--- src/rtl/serial_word_receiver.sv ---
// ============================================================================
//  Module   : serial_word_receiver
//  Purpose  : MSB-first serial-to-parallel word receiver with frame abort flag
//  Revision : 1.0  initial release
// ============================================================================
`default_nettype none

module serial_word_receiver #(
    parameter int WIDTH = 9
) (
    input  logic             clk,
    input  logic             reset,
    input  logic             start,
    input  logic             shift_en,
    input  logic             serial_in,
    output logic [WIDTH-1:0] data_out,
    output logic             data_valid,
    output logic             busy,
    output logic             frame_err
);

    localparam int CNT_W = $clog2(WIDTH);
    localparam logic [CNT_W-1:0] LAST_BIT = CNT_W'(WIDTH - 1);

    typedef enum logic [0:0] {
        IDLE = 1'b0,
        RECV = 1'b1
    } state_t;

    state_t           state, state_nx;
    logic [WIDTH-1:0] shreg, shreg_nx, shifted;
    logic [WIDTH-1:0] data_nx;
    logic [CNT_W-1:0] cnt, cnt_nx;
    logic             valid_nx, err_nx;

    assign shifted = {shreg[WIDTH-2:0], serial_in};

    always_ff @(posedge clk) begin
        if (!reset) begin
            state      <= IDLE;
            shreg      <= '0;
            cnt        <= '0;
            data_out   <= '0;
            data_valid <= 1'b0;
            frame_err  <= 1'b0;
            busy       <= 1'b0;
        end else begin
            state      <= state_nx;
            shreg      <= shreg_nx;
            cnt        <= cnt_nx;
            data_out   <= data_nx;
            data_valid <= valid_nx;
            frame_err  <= err_nx;
            busy       <= (state_nx == RECV);
        end
    end

    always_comb begin
        state_nx = state;
        shreg_nx = shreg;
        cnt_nx   = cnt;
        data_nx  = data_out;
        valid_nx = 1'b0;
        err_nx   = 1'b0;
        case (state)
            IDLE: begin
                if (start) begin
                    state_nx = RECV;
                    shreg_nx = '0;
                    cnt_nx   = '0;
                end
            end
            RECV: begin
                // A restart wins over a strobe on the same edge; that bit is dropped.
                if (start) begin
                    shreg_nx = '0;
                    cnt_nx   = '0;
                    err_nx   = 1'b1;
                end else if (shift_en) begin
                    shreg_nx = shifted;
                    if (cnt == LAST_BIT) begin
                        data_nx  = shifted;
                        valid_nx = 1'b1;
                        state_nx = IDLE;
                        cnt_nx   = '0;
                    end else begin
                        cnt_nx = cnt + CNT_W'(1);
                    end
                end
            end
            default: state_nx = IDLE;
        endcase
    end

endmodule

`default_nettype wire

--- config.mk ---
export PLATFORM = sky130hd
export DESIGN_NAME = serial_word_receiver
export DESIGN_NICKNAME = d
export VERILOG_FILES = /design/src/rtl/serial_word_receiver.sv
export SDC_FILE = /design/constraint.sdc
export NUM_CORES = 1
export LEC_CHECK = 0
export ABC_AREA = 1
export BUFFER_PORTS_ARGS = -buffer_cell sky130_fd_sc_hd__buf_2
export CAP_MARGIN = 10
export CORE_ASPECT_RATIO = 1.1
export CORE_MARGIN = 8
export CORE_UTILIZATION = 52
export DETAILED_ROUTE_END_ITERATION = 12
export PLACE_DENSITY = 0.79
export SLEW_MARGIN = 20
export SYNTH_ARGS = -nofsm -noshare
export SYNTH_HDL_FRONTEND = slang
export SYNTH_SLANG_ARGS = --single-unit
--- constraint.sdc ---
create_clock -name clk -period 1.4 [get_ports clk]
set_input_delay 0.07 -clock clk [delete_from_list [all_inputs] [get_ports clk]]
set_output_delay 0.07 -clock clk [all_outputs]
set_load 0.03 [all_outputs]
; Word-level counts from Yosys, hierarchy flattened
; Index checks and enable logic that the tools add are counted.
[word_totals]
input_bits = 5
regBits = 24
out_inout_bits = 12
[op_classes]
bitwise_logic = 4
n_eq_ne = 3
mux = 15
n_addsub = 1
reduce_logical = 4
[ops]
columns = operator, n
row1 = 8-bit 2-to-1 mux, 3
row2 = 4-bit 2-to-1 mux, 4
row3 = 8-bit one-hot mux with 2 select lines, 1
row4 = 4-bit one-hot mux with 2 select lines, 1
row5 = 1-bit 2-to-1 mux, 5
row6 = 4-bit by 1-bit adder with 4-bit output (second input constant), 1
row7 = 4-bit equality test (second input constant), 1
row8 = 1-bit NOT, 4
row9 = 2-bit AND reduction, 2
row10 = 4-bit AND reduction, 1
row11 = 4-bit OR reduction, 1
row12 = 3-bit != test (second input constant), 1
row13 = 2-bit != test (second input constant), 1
row14 = 1-bit one-hot mux with 2 select lines, 1

; Logic depth before layout (Yosys ltp)
[logic_depth]
ltp_word = 5
depth_mapped = 8

; Worst setup path after synthesis
; No wires, ideal clock.
[synth_timing]
kind = register to register
from = register state
to = register data_out[8]
period_less_slack_ps = 1260
path_buffers = 0
arrival_time_ps = 1147
t_required_ps = 1287
path_slack_ps = 140
path_stages_with_launch = 6
path_cell_list = dfxtp_1 -> nand3_4 -> inv_2 -> nand2_4 -> o21ai_1 -> nor2_1
[synth_between]
elab_chain_cells = 1
[synth_lines]
columns = element, line_no
row1 = "start, declared", 30  ; state_t state, state_nx;
row2 = "start signal, assigned", 48  ; state <= state_nx;
row3 = 4-bit AND reduction (no line), -
row4 = "end signal, assigned", 51  ; data_out <= data_nx;
row5 = "end, declared", 16  ; output logic [WIDTH-1:0] data_out,
; Every way passes these cells.
; A chain may end at the register's enable or synchronous reset.

; Worst setup path in the final report
[layout_timing]
from = register cnt[0]
to = register data_out[6]
[layout_between]
elab_chain_cells = 2
[layout_lines]
columns = element, line_no
row1 = "start, declared", 33  ; logic [CNT_W-1:0] cnt, cnt_nx;
row2 = "start signal, assigned", 50  ; cnt <= cnt_nx;
row3 = 4-bit equality test, 81  ; if (cnt == LAST_BIT) begin
row4 = 4-bit AND reduction (no line), -
; Every way passes these cells.

==> metrics.md <==
| Metric | Value |
|---|---|
| Status | completed |
| Area Overhead vs Synth | 20.3% |
| DIE HEIGHT | approximately 60 µm |
| Critical path arrival | between 1.5 and 2 ns |
| Leakage | between 0.5 and 0.6 nW |
| Hold/Removal Path Class | input pin to flip-flop |
| Worst reg2reg path depth | 8 |
| Cell Rows | 16 |
| Largest net degree at the start of global routing | 17 |
| Critical Path End Type | flip-flop |
| First-pass GRT wire length | approximately 3000 µm |
| Fillers | between 150 and 200 |
| Max incr delay on CP | between 0.3 and 0.4 ns |
| Setup Skew | slightly below 0.009 ns |
| Final setup fails | 0 |
| Fin cells | 159 |
| Crit Path Class | flip-flop to flip-flop |
| Startpoint types | flip-flop |
| Sequential cell area | just under 500 µm² |
| Setup_tns | 0 ns |
| Max Fclk | between 700 and 800 MHz |
| Slowest cell on crit path | dfxtp_2 |
| CTS root buffer | clkbuf_4 |
| YS warnings | 0 |
| RSZ-0062 raised after global routing | false |
| Vias | roughly 820 |
| Worst Tran Pin Value | between 0.3 and 0.4 ns |
| Global Route Usage Sum | 0.110 |
| Req. time, crit path | roughly 1.7 ns |
| Clock Latency Late Sink | between 0.3 and 0.4 ns |
| Num CTS Buffers | 3 |
| Unique masters post-synth | 19 |
| Number of I/O pins | 17 |
| Avg Vias per Cell | about 5.2 |
| Initial antenna violation count | 0 |
| Worst hold slack | roughly 0.011 ns |
| Final ANT Viol Nets | 0 |
| Fin. Hold Viols | 0 |
| Reg-to-reg endpoint | data_out[6]$_SDFFE_PN0P_ |
| R2R Path Start | cnt[0]$_SDFFE_PN0P_ |
| Commonest cells after routing, fill and taps aside | nand2_1 (44), dfxtp_1 (22), a21oi_1 (21) |
| Slew Limit Fails | 0 |
| Sequential-to-total area share from yosys stat | 0.510 |
| CTS tree | built |
| H-tree depth | 1 |
| Worst-path cell chain | inv_1, ha_1, nand2_2, nor2_4, inv_2, nor2_4, nand2_1, a21oi_1 |
| Post-layout min period | 1.28 ns |
| Nets | between 100 and 150 |
| Wire per inst | roughly 11 µm |
| Multi-input gate area | 423 µm² |
| Crit path to | data_out[6]$_SDFFE_PN0P_ |
| Vias in the first global route | 747 |
| Cell area after synthesis | between 900 and 1000 µm² |
| Power density over the cells | roughly 1100 nW/µm² |
| Worst-path fanout max | 6 |
| Syn nets | approximately 130 |
| CTS Sinks | 24 |
| Placer Congestion | between 0.7 and 0.8 |
| Gate Count Post-Synth | roughly 120 |
| DR pass1 iterations | 4 |
| WL final | between 1500 and 2000 µm |
| DP Cell Count | between 150 and 200 |
| Die W | ~57 µm |
| Initial DRC count | 18 |
| Initial Utilization | 0.541 |
| Tcrit/Tclk final | 0.912 |
| Launch point of the worst path | cnt[0]$_SDFFE_PN0P_ |
| Clock-pin slew on the worst setup and hold paths | between 0.1 and 0.15 ns |
| Diodes inserted | 0 |
| GRT overflow | 0 |
| Most common cell after layout, fill and taps aside | nand2_1 |
| Max-cap violation count | 0 |
| Dpl hpwl | between 1000 and 1500 µm |
| Die area | 3430 µm² |
| Final Core Density | 0.651 |
| Core Region | between 1500 and 2000 µm² |
| Yosys reg bits | 24 |
| Reg-to-reg slack, setup | between 0.1 and 0.15 ns |
| Avg Inst Size Synth | 7.92 µm² |
| Peak supply drop | approximately 1.1 mV |
| Buffers added on ports | 16 |
| Worst slew margin | 0.783 |
| Clock buffer depth | 2 |
| DRC violations left | 0 |
| Hold_sp | start |
| Most frequent CP cell | nor2_4 |
| Share of cells above drive strength 1 | 0.234 |
[layer usage]
metal,vias to the layer above,routed length (µm),track usage
li1,423,-,-
met1,382,786,0.108
met2,12,906,0.194
met3,5,74,0.0377
met4,0,43,0.0722
met5,-,0,0
[registers in the layout (all words and copies together), names as in the netlist]
| name | flops |
|---|---|
| data_out | 9 |
| shreg | 8 |
| cnt | 4 |
| data_valid | 1 |
| frame_err | 1 |
| state | 1 |
[critical path, delay by kind of cell (launching register included)]
kind / cells / cell delay, ns
DFF: 1 / 0.36
buffers and inverters: 2 / 0.15
and+or+nand+nor: 4 / 0.44
adders and majority gates: 1 / 0.15
AOI/OAI and AO/OA: 1 / 0.12
[worst min-delay path by stage]
stage	endpoint	slack (ns)	cells past startpoint
finish	frame_err$_SDFF_PN0_	0.01	3
global route	frame_err$_SDFF_PN0_	0.04	3
CTS	frame_err$_SDFF_PN0_	0.005	3
detailed placement	data_valid$_SDFF_PP0_	0.34	3
global placement	data_valid$_SDFF_PP0_	0.31	3
floorplan	data_valid$_SDFF_PP0_	0.17	2
[stage by stage]
step / cell area, µm² / worst slack (ns) / total power, mW
after floorplan: 942 / 0.140 / 0.747
after global placement: 1040 / 0.152 / 0.765
after detailed placement: 1040 / 0.123 / 0.767
after CTS: 1110 / 0.104 / 1.26
after global routing: 1130 / 0.0193 / 1.31
final: 1130 / 0.123 / 1.25
[cells by family (layout without fill, tap and decap cells)]
group,after synthesis,count (layout),share of synthesized area
AO/OA/AOI/OAI,23,23,0.122
flip-flops,24,24,0.510
adder cells (fa/ha/maj),2,2,0.0266
AND/OR/NAND/NOR,56,57,0.279
buffers and inverters,13,34,0.0531
XOR/XNOR,1,1,0.00930
[power breakdown]
part           leakage, nW  switching, mW  internal (mW)
clock               0.0279          0.206          0.290
sequential           0.195        0.00582          0.688
combinational        0.285         0.0437         0.0201
[cells in the mapped netlist]
cell,number,area (µm²)
a21oi_1,21,105
xor2_1,1,8.76
nor2_1,4,15.0
nor2_4,1,11.3
ha_1,2,25.0
buf_2,1,5.00
nand3_1,2,10.0
nand2_2,1,6.26
nand4_1,1,6.26
o21ai_1,1,5.00
dfxtp_1,24,480
inv_1,7,26.3
inv_2,3,11.3
clkbuf_1,2,7.51
nor2_8,1,20.0
nand2_1,44,165
nand3_4,1,17.5
nand2_4,1,11.3
o21ai_0,1,5.00
[final cells by class]
type | count | area share
clock buffer | 3 | 0.0199
clock inverter | 1 | 0.0265
inverter | 10 | 0.0331
multi-input combinational | 83 | 0.373
sequential | 24 | 0.426
tap | 18 | 0.0199
timing repair buffer | 20 | 0.102
[repair_timing]
item / 4_1_cts / 5_1_grt
setup endpoints to repair: 0 / 3
buffers inserted: 0 / 1
endpoints found under the hold margin: 4 / 0
resized for setup: 0 / 2
hold buffers: 2 / 0
Note: power is estimated with default switching activity, not from simulation.
